### src/rtl/md_iteration_scheduler_pkg.sv
// Shared types for the MD iteration scheduler slice.
// Scheduler / tracker state encodings and a counter-width helper.
package md_iteration_scheduler_pkg;

  typedef enum logic [1:0] {
    SCH_IDLE,
    SCH_FORCE,
    SCH_MU,
    SCH_DONE
  } sched_state_t;

  typedef enum logic {
    WB_TRACK,
    WB_DRAIN
  } wb_track_state_t;

  function automatic int cnt_width(input int n);
    return (n > 0) ? $clog2(n + 1) : 1;
  endfunction

endpackage

### src/rtl/md_iteration_scheduler_if.sv
// Control/status bundle between RL_top peers and the scheduler.
// master = environment side, slave = scheduler side. MD_ITER_PERF_EN adds perf counters.
interface md_iteration_scheduler_if #(
  parameter int NUM_CELLS  = 64,
  parameter int ITER_WIDTH = 16
`ifdef MD_ITER_PERF_EN
 ,parameter int PERF_WIDTH = 32
`endif
);

  logic                  start;
  logic [ITER_WIDTH-1:0] num_iters;
  logic [NUM_CELLS-1:0]  ref_wb_issued;
  logic                  goto_next_ref;
  logic                  all_reading_done;
  logic                  force_path_idle;
  logic                  mu_done;
  logic                  iter_start;
  logic                  all_ref_wb_issued;
  logic                  interconnect_empty;
  logic                  motion_update_start;
  logic [ITER_WIDTH-1:0] iter_count;
  logic                  busy;
  logic                  sim_done;
`ifdef MD_ITER_PERF_EN
  logic [PERF_WIDTH-1:0] force_cycles;
  logic [PERF_WIDTH-1:0] mu_cycles;
  logic [PERF_WIDTH-1:0] drain_cycles_total;
`endif

  modport master (
`ifdef MD_ITER_PERF_EN
    input  force_cycles, mu_cycles,
    input  drain_cycles_total,
`endif
    output start, num_iters,
    output ref_wb_issued, goto_next_ref,
    output all_reading_done,
    output force_path_idle, mu_done,
    input  iter_start, all_ref_wb_issued,
    input  interconnect_empty,
    input  motion_update_start,
    input  iter_count, busy, sim_done
  );

  modport slave (
`ifdef MD_ITER_PERF_EN
    output force_cycles, mu_cycles,
    output drain_cycles_total,
`endif
    input  start, num_iters,
    input  ref_wb_issued, goto_next_ref,
    input  all_reading_done,
    input  force_path_idle, mu_done,
    output iter_start, all_ref_wb_issued,
    output interconnect_empty,
    output motion_update_start,
    output iter_count, busy, sim_done
  );

endinterface

### src/rtl/md_iteration_scheduler_ref_wb_drain_tracker.sv
// Per-PE ref writeback sticky bits plus ring drain wait.
// Ports: clk/rst, en (FORCE), clr, wb, goto_next_ref -> all_ref_wb_issued, interconnect_empty.
module ref_wb_drain_tracker
  import md_iteration_scheduler_pkg::*;
#(
  parameter int NUM_CELLS    = 64,
  parameter int DRAIN_CYCLES = 64
`ifdef MD_ITER_PERF_EN
 ,parameter int PERF_WIDTH   = 32
`endif
) (
  input  logic                 clk,
  input  logic                 rst,
  input  logic                 en,
  input  logic                 clr,
  input  logic [NUM_CELLS-1:0] wb,
  input  logic                 goto_next_ref,
`ifdef MD_ITER_PERF_EN
  input  logic                  perf_clr,
  output logic [PERF_WIDTH-1:0] drain_total,
`endif
  output logic                 all_ref_wb_issued,
  output logic                 interconnect_empty
);

  localparam int CW = cnt_width(DRAIN_CYCLES);
  localparam logic [CW-1:0] DMAX = CW'(DRAIN_CYCLES);

  wb_track_state_t      st;
  logic [NUM_CELLS-1:0] sticky;
  logic [NUM_CELLS-1:0] seen;
  logic [CW-1:0]        cnt;

  // a PE pulsing in the completing cycle counts immediately
  assign seen = sticky | wb;

  always_ff @(posedge clk) begin
    if (rst || !en || clr) begin
      st                <= WB_TRACK;
      sticky            <= '0;
      all_ref_wb_issued <= 1'b0;
      cnt               <= '0;
    end else begin
      unique case (st)
        WB_TRACK: begin
          sticky <= seen;
          if (&seen) begin
            all_ref_wb_issued <= 1'b1;
            cnt               <= '0;
            st                <= WB_DRAIN;
          end
        end
        WB_DRAIN: begin
          if (goto_next_ref) begin
            st                <= WB_TRACK;
            sticky            <= '0;
            all_ref_wb_issued <= 1'b0;
            cnt               <= '0;
          end else if (cnt != DMAX) begin
            cnt <= cnt + 1'b1;
          end
        end
        default: st <= WB_TRACK;
      endcase
    end
  end

  assign interconnect_empty = (st == WB_DRAIN) && (cnt == DMAX);

`ifdef MD_ITER_PERF_EN
  always_ff @(posedge clk) begin
    if (rst || perf_clr)
      drain_total <= '0;
    else if (st == WB_DRAIN && drain_total != '1)
      drain_total <= drain_total + 1'b1;
  end
`endif

endmodule

### src/rtl/md_iteration_scheduler.sv
// Force / motion-update iteration sequencer for RL_top.
// Ports: clk, rst, bus (slave). MD_ITER_PERF_EN adds FORCE/MU/DRAIN cycle counters.
module md_iteration_scheduler
  import md_iteration_scheduler_pkg::*;
#(
  parameter int NUM_CELLS    = 64,
  parameter int DRAIN_CYCLES = NUM_CELLS,
  parameter int ITER_WIDTH   = 16
`ifdef MD_ITER_PERF_EN
 ,parameter int PERF_WIDTH   = 32
`endif
) (
  input logic                     clk,
  input logic                     rst,
  md_iteration_scheduler_if.slave bus
);

  localparam logic [1:0] ST_IDLE  = SCH_IDLE;
  localparam logic [1:0] ST_FORCE = SCH_FORCE;
  localparam logic [1:0] ST_MU    = SCH_MU;
  localparam logic [1:0] ST_DONE  = SCH_DONE;

  logic [1:0]            state;
  logic [ITER_WIDTH-1:0] limit;
  logic [ITER_WIDTH-1:0] cnt;
  logic [ITER_WIDTH-1:0] cnt_nx;
  logic                  iter_start_q;
  logic                  mus_q;
  logic                  all_wb;
  logic                  empty;
  logic                  in_force;
  logic                  go;
  logic                  fire;
  logic                  mu_hit;

  assign in_force = state == ST_FORCE;
  assign go       = (state == ST_IDLE || state == ST_DONE)
                    && bus.start;
  assign fire     = in_force && bus.all_reading_done
                    && bus.force_path_idle
                    && all_wb && empty;
  assign mu_hit   = (state == ST_MU) && bus.mu_done;
  assign cnt_nx   = cnt + 1'b1;

  always_ff @(posedge clk) begin
    if (rst) begin
      state        <= ST_IDLE;
      limit        <= '0;
      cnt          <= '0;
      iter_start_q <= 1'b0;
      mus_q        <= 1'b0;
    end else begin
      iter_start_q <= 1'b0;
      mus_q        <= 1'b0;
      unique case (1'b1)
        go: begin
          cnt   <= '0;
          limit <= bus.num_iters;
          if (bus.num_iters == '0) begin
            state <= ST_DONE;
          end else begin
            state        <= ST_FORCE;
            iter_start_q <= 1'b1;
          end
        end
        fire: begin
          mus_q <= 1'b1;
          state <= ST_MU;
        end
        mu_hit: begin
          cnt <= cnt_nx;
          if (cnt_nx == limit) begin
            state <= ST_DONE;
          end else begin
            state        <= ST_FORCE;
            iter_start_q <= 1'b1;
          end
        end
        default: ;
      endcase
    end
  end

  ref_wb_drain_tracker #(
    .NUM_CELLS    (NUM_CELLS),
    .DRAIN_CYCLES (DRAIN_CYCLES)
`ifdef MD_ITER_PERF_EN
   ,.PERF_WIDTH   (PERF_WIDTH)
`endif
  ) u_trk (
    .clk                (clk),
    .rst                (rst),
    .en                 (in_force),
    .clr                (mus_q),
    .wb                 (bus.ref_wb_issued),
    .goto_next_ref      (bus.goto_next_ref),
`ifdef MD_ITER_PERF_EN
    .perf_clr           (go),
    .drain_total        (bus.drain_cycles_total),
`endif
    .all_ref_wb_issued  (all_wb),
    .interconnect_empty (empty)
  );

  assign bus.iter_start          = iter_start_q;
  assign bus.motion_update_start = mus_q;
  assign bus.all_ref_wb_issued   = all_wb;
  assign bus.interconnect_empty  = empty;
  assign bus.iter_count          = cnt;
  assign bus.busy     = (state == ST_FORCE) || (state == ST_MU);
  assign bus.sim_done = state == ST_DONE;

`ifdef MD_ITER_PERF_EN
  logic [PERF_WIDTH-1:0] fc;
  logic [PERF_WIDTH-1:0] mc;

  always_ff @(posedge clk) begin
    if (rst || go) begin
      fc <= '0;
      mc <= '0;
    end else begin
      if (in_force && fc != '1)
        fc <= fc + 1'b1;
      if (state == ST_MU && mc != '1)
        mc <= mc + 1'b1;
    end
  end

  assign bus.force_cycles = fc;
  assign bus.mu_cycles    = mc;
`endif

endmodule

### src/flat_wrapper.sv
// flat-port wrapper written by rule: the top's interface ports become plain ports
module md_iteration_scheduler_flat import md_iteration_scheduler_pkg::*;
#(
  parameter int NUM_CELLS    = 64,
  parameter int DRAIN_CYCLES = NUM_CELLS,
  parameter int ITER_WIDTH   = 16

)
  (clk, rst, bus_start, bus_num_iters, bus_ref_wb_issued, bus_goto_next_ref, bus_all_reading_done, bus_force_path_idle, bus_mu_done, bus_iter_start, bus_all_ref_wb_issued, bus_interconnect_empty, bus_motion_update_start, bus_iter_count, bus_busy, bus_sim_done);
  md_iteration_scheduler_if #(.NUM_CELLS(NUM_CELLS), .ITER_WIDTH(ITER_WIDTH)) bus_i ();
  input logic clk;
  input logic rst;
  input wire logic [$bits(bus_i.start)-1:0] bus_start;
  input wire logic [$bits(bus_i.num_iters)-1:0] bus_num_iters;
  input wire logic [$bits(bus_i.ref_wb_issued)-1:0] bus_ref_wb_issued;
  input wire logic [$bits(bus_i.goto_next_ref)-1:0] bus_goto_next_ref;
  input wire logic [$bits(bus_i.all_reading_done)-1:0] bus_all_reading_done;
  input wire logic [$bits(bus_i.force_path_idle)-1:0] bus_force_path_idle;
  input wire logic [$bits(bus_i.mu_done)-1:0] bus_mu_done;
  output wire logic [$bits(bus_i.iter_start)-1:0] bus_iter_start;
  output wire logic [$bits(bus_i.all_ref_wb_issued)-1:0] bus_all_ref_wb_issued;
  output wire logic [$bits(bus_i.interconnect_empty)-1:0] bus_interconnect_empty;
  output wire logic [$bits(bus_i.motion_update_start)-1:0] bus_motion_update_start;
  output wire logic [$bits(bus_i.iter_count)-1:0] bus_iter_count;
  output wire logic [$bits(bus_i.busy)-1:0] bus_busy;
  output wire logic [$bits(bus_i.sim_done)-1:0] bus_sim_done;
  assign bus_i.start = bus_start;
  assign bus_i.num_iters = bus_num_iters;
  assign bus_i.ref_wb_issued = bus_ref_wb_issued;
  assign bus_i.goto_next_ref = bus_goto_next_ref;
  assign bus_i.all_reading_done = bus_all_reading_done;
  assign bus_i.force_path_idle = bus_force_path_idle;
  assign bus_i.mu_done = bus_mu_done;
  assign bus_iter_start = bus_i.iter_start;
  assign bus_all_ref_wb_issued = bus_i.all_ref_wb_issued;
  assign bus_interconnect_empty = bus_i.interconnect_empty;
  assign bus_motion_update_start = bus_i.motion_update_start;
  assign bus_iter_count = bus_i.iter_count;
  assign bus_busy = bus_i.busy;
  assign bus_sim_done = bus_i.sim_done;
  md_iteration_scheduler #(.NUM_CELLS(NUM_CELLS), .DRAIN_CYCLES(DRAIN_CYCLES), .ITER_WIDTH(ITER_WIDTH)) u_core (.clk(clk), .rst(rst), .bus(bus_i));
endmodule
### config.mk
export PLATFORM = sky130hd
export DESIGN_NAME = md_iteration_scheduler_flat
export DESIGN_NICKNAME = d
export VERILOG_FILES = /design/src/rtl/md_iteration_scheduler_pkg.sv /design/src/rtl/md_iteration_scheduler_if.sv /design/src/rtl/md_iteration_scheduler_ref_wb_drain_tracker.sv /design/src/rtl/md_iteration_scheduler.sv /design/src/flat_wrapper.sv
export SDC_FILE = /design/constraint.sdc
export NUM_CORES = 1
export LEC_CHECK = 0
export BUFFER_PORTS_ARGS = -buffer_cell sky130_fd_sc_hd__buf_2
export CAP_MARGIN = 20
export CORE_MARGIN = 4
export CORE_UTILIZATION = 30
export CTS_BUF_LIST = sky130_fd_sc_hd__clkbuf_16
export DETAILED_ROUTE_END_ITERATION = 8
export PLACE_DENSITY_LB_ADDON = 0.1
export SLEW_MARGIN = 5
export SYNTH_ARGS = -nofsm -noshare
export SYNTH_HDL_FRONTEND = slang
export SYNTH_SLANG_ARGS = --single-unit
### constraint.sdc
create_clock -name clk -period 2.4 [get_ports clk]
set_input_delay 0 -clock clk [delete_from_list [all_inputs] [get_ports clk]]
set_output_delay 0 -clock clk [all_outputs]
set_load 0.02 [all_outputs]
==> metrics.txt <==
period utilization=0.945; register area=2190 um^2; final instance area=6620 um^2; Post-DP HPWL=between 10 and 15 mm; final setup fails=0; Post CTS Setup Buffer Count=0; Placed Cells=roughly 940; fin. max-slew vios=0; core area=16100 um^2; # IOs=109; initial cell density of the core=0.311; Synth Area in Compound Gates=0.170; post-synthesis simple-gate area fraction=0.284; initial antenna violation count=3; crit start category=flip-flop; CTS Buf Count=9; CTS tree=built; vias in the first global route=roughly 4800; number of flops mapped to enable cells by yosys=0; slowest stage delay, CP=around 0.73 ns; Chip Width=~140 um; Congestion Overflow GR=0; Worst Setup End Kind=flip-flop; fin cells=1000; die height=137 um; pin slew with the least headroom to its limit=0.667 ns; GR Util met3=0.0314; Post-Route WL=14.5 mm; top_reg_cell synth=dfxtp_1; Post-Syn Instances=about 630; area of the multi-input gates=between 2000 and 3000 um^2; number of synthesized register bits=109; Synth Area in Adders=0.0150; arrival time worst endpoint=2.51 ns; clock latency at the later pin of the worst-skew pair=0.35 ns; CTS Sinks=109; RSZ-0062 raised after global routing=true; number of diodes=0; Core Util, Final=0.411; critical-path cell list=nand4_1 -> or2_2 -> or4_2 -> xnor2_1 -> nand3_1 -> o31a_1; largest net degree at the start of global routing=65; via-per-instance ratio=roughly 4.8; Routed Antenna Nets=0; final-report hold violation count=0; initial DRC count=194; worst-path cell with the longest stage delay=or4_2; Max Fclk=0.441 GHz; share of the yosys chip area belonging to registers=0.435; Worst VDD drop=0.347 mV; placed cell area=5880 um^2; power per cell area=591 nW/um^2; I/O Buffers=approximately 110; Mapped Nets=between 700 and 800; Rel. slew slack=0.555; Crit Path Category=reg -> reg; M2 GR Usage=0.253; Clock Tree Root=clkbuf_16; commonest non-fill, non-tap cells in the layout=107 x buf_2, 105 x nor2_1, 104 x dfxtp_1; Max-Cap Viols=0; die area=18800 um^2; first-pass GRT wire length=23.4 mm; status=finished clean; CP max FO=5; Routed wire per std cell=14.5 um; xor and xnor area share after synthesis=0.0577; Worst-path clk slew=0.07 ns; busiest grt layer=met2; WHS Path Cells=4; most common cell after layout, fill and taps aside=buf_2; setup TNS=0 ns; Placement Rows=46; multiplexer share of the synthesized area=0.00399; Layout Nets=873; final hold slack=0.00534 ns; Power, Total=3.91 mW; P_leak=2.71 nW; htree depth=3; asr flop ratio synth=0; GRT met1 Usage=0.201; residual DRC count=0; CTS max path bufs=2; share of cells above drive strength 1=0.207; post-route worst setup slack=0.132 ns; Final Skew=0.00804 ns; vias post-DR=slightly below 5000; crit path time final=2.27 ns; syn_area_per_cell=~7.9 um^2; layout filler cell count=1651; synthesized cell area=around 5000 um^2; largest family of logic cells by synthesized area=simple AND/OR/NAND/NOR gates; drt pass-1 iters=4; RD Place Congestion=0.850; CP required=2.65 ns; Distinct cells, synth=42; Yosys warning count=0; pre-CTS WS=just over 0.09 ns; R2R cell count=6; synth-to-layout area growth=32.1%; all-layer global routing usage=0.155; worst hold path type=in -> reg
## registers in the layout, indices dropped and copies added, names as in the netlist
name	flops
u_core.bus.iter_count	16
u_core.bus.iter_start	1
u_core.u_trk.cnt	7
u_core.u_trk.st	1
u_core.limit	16
u_core.bus.motion_update_start	1
u_core.u_trk.all_ref_wb_issued	1
u_core.state	2
u_core.u_trk.sticky	64
## kinds of logic after synthesis
family                     Yosys count
buffers and inverters               42
xor gates and xnor gates            33
DFF                                109
AOI/OAI and AO/OA                  155
muxes                                2
and+or+nand+nor                    284
adders and majority gates            6
## what timing repair did
action | 4_1_cts | 5_1_grt
hold buffers | 42 | 0
resized for setup | 0 | 7
hold endpoints to repair | 42 | 0
endpoints found under the setup margin | 0 | 3
## power by group
| part | switching (mW) | internal, mW |
|---|---|---|
| combinational | 0.201 | 0.216 |
| clock | 0.688 | 0.903 |
| sequential | 0.0371 | 1.87 |
## cells in the mapped netlist, drive strengths merged (2+ instances only)
master	number	area [um^2]
nand4	10	77.6
o22ai	31	194
nor2b	68	425
nor4	19	119
a21oi	98	490
nand2	48	180
ha	6	75.1
and2	2	12.5
or4b	3	30.0
inv	9	33.8
buf	6	33.8
dfxtp	109	2180
xnor2	22	193
or3	4	25.0
clkbuf	27	101
nand3	13	77.6
mux2i	2	20.0
or2	2	15.0
and3	2	13.8
nor2	105	394
a22oi	2	15.0
nor3	3	15.0
nor3b	2	15.0
xor2	11	96.3
o21ai	16	80.1
## cell type report
class,count,share of cell area
clock buffers,9,0.0340
clock inverters,6,0.0123
inverters,9,0.00510
multi-input cells,480,0.404
flip-flops and latches,109,0.331
well taps,216,0.0408
repair buffers,171,0.173
## routing by layer
metal  vias up  wire length (um)
met2        96              6660
met4         6               368
met3        29               659
met1      2202              6750
li1       2471                 -
met5         -                23
## worst max-delay path, delay by kind of cell (launching register included)
family	cells	cell delay (ns)
DFF	1	0.38
xor gates and xnor gates	1	0.23
AOI/OAI and AO/OA	1	0.24
and+or+nand+nor	4	1.31
## path summary, 6_finish.rpt
check / startpoint / to / slack, ns
worst max-delay path: u_core.bus.iter_count[12] / u_core.bus.iter_start / 0.13
worst min-delay path: bus_ref_wb_issued[8] / u_core.u_trk.sticky[8] / 0.005
worst max register to register: u_core.bus.iter_count[12] / u_core.bus.iter_start / 0.13
worst min register to register: u_core.limit[9] / u_core.limit[9] / 0.47
(Power assumes the default switching activity.)
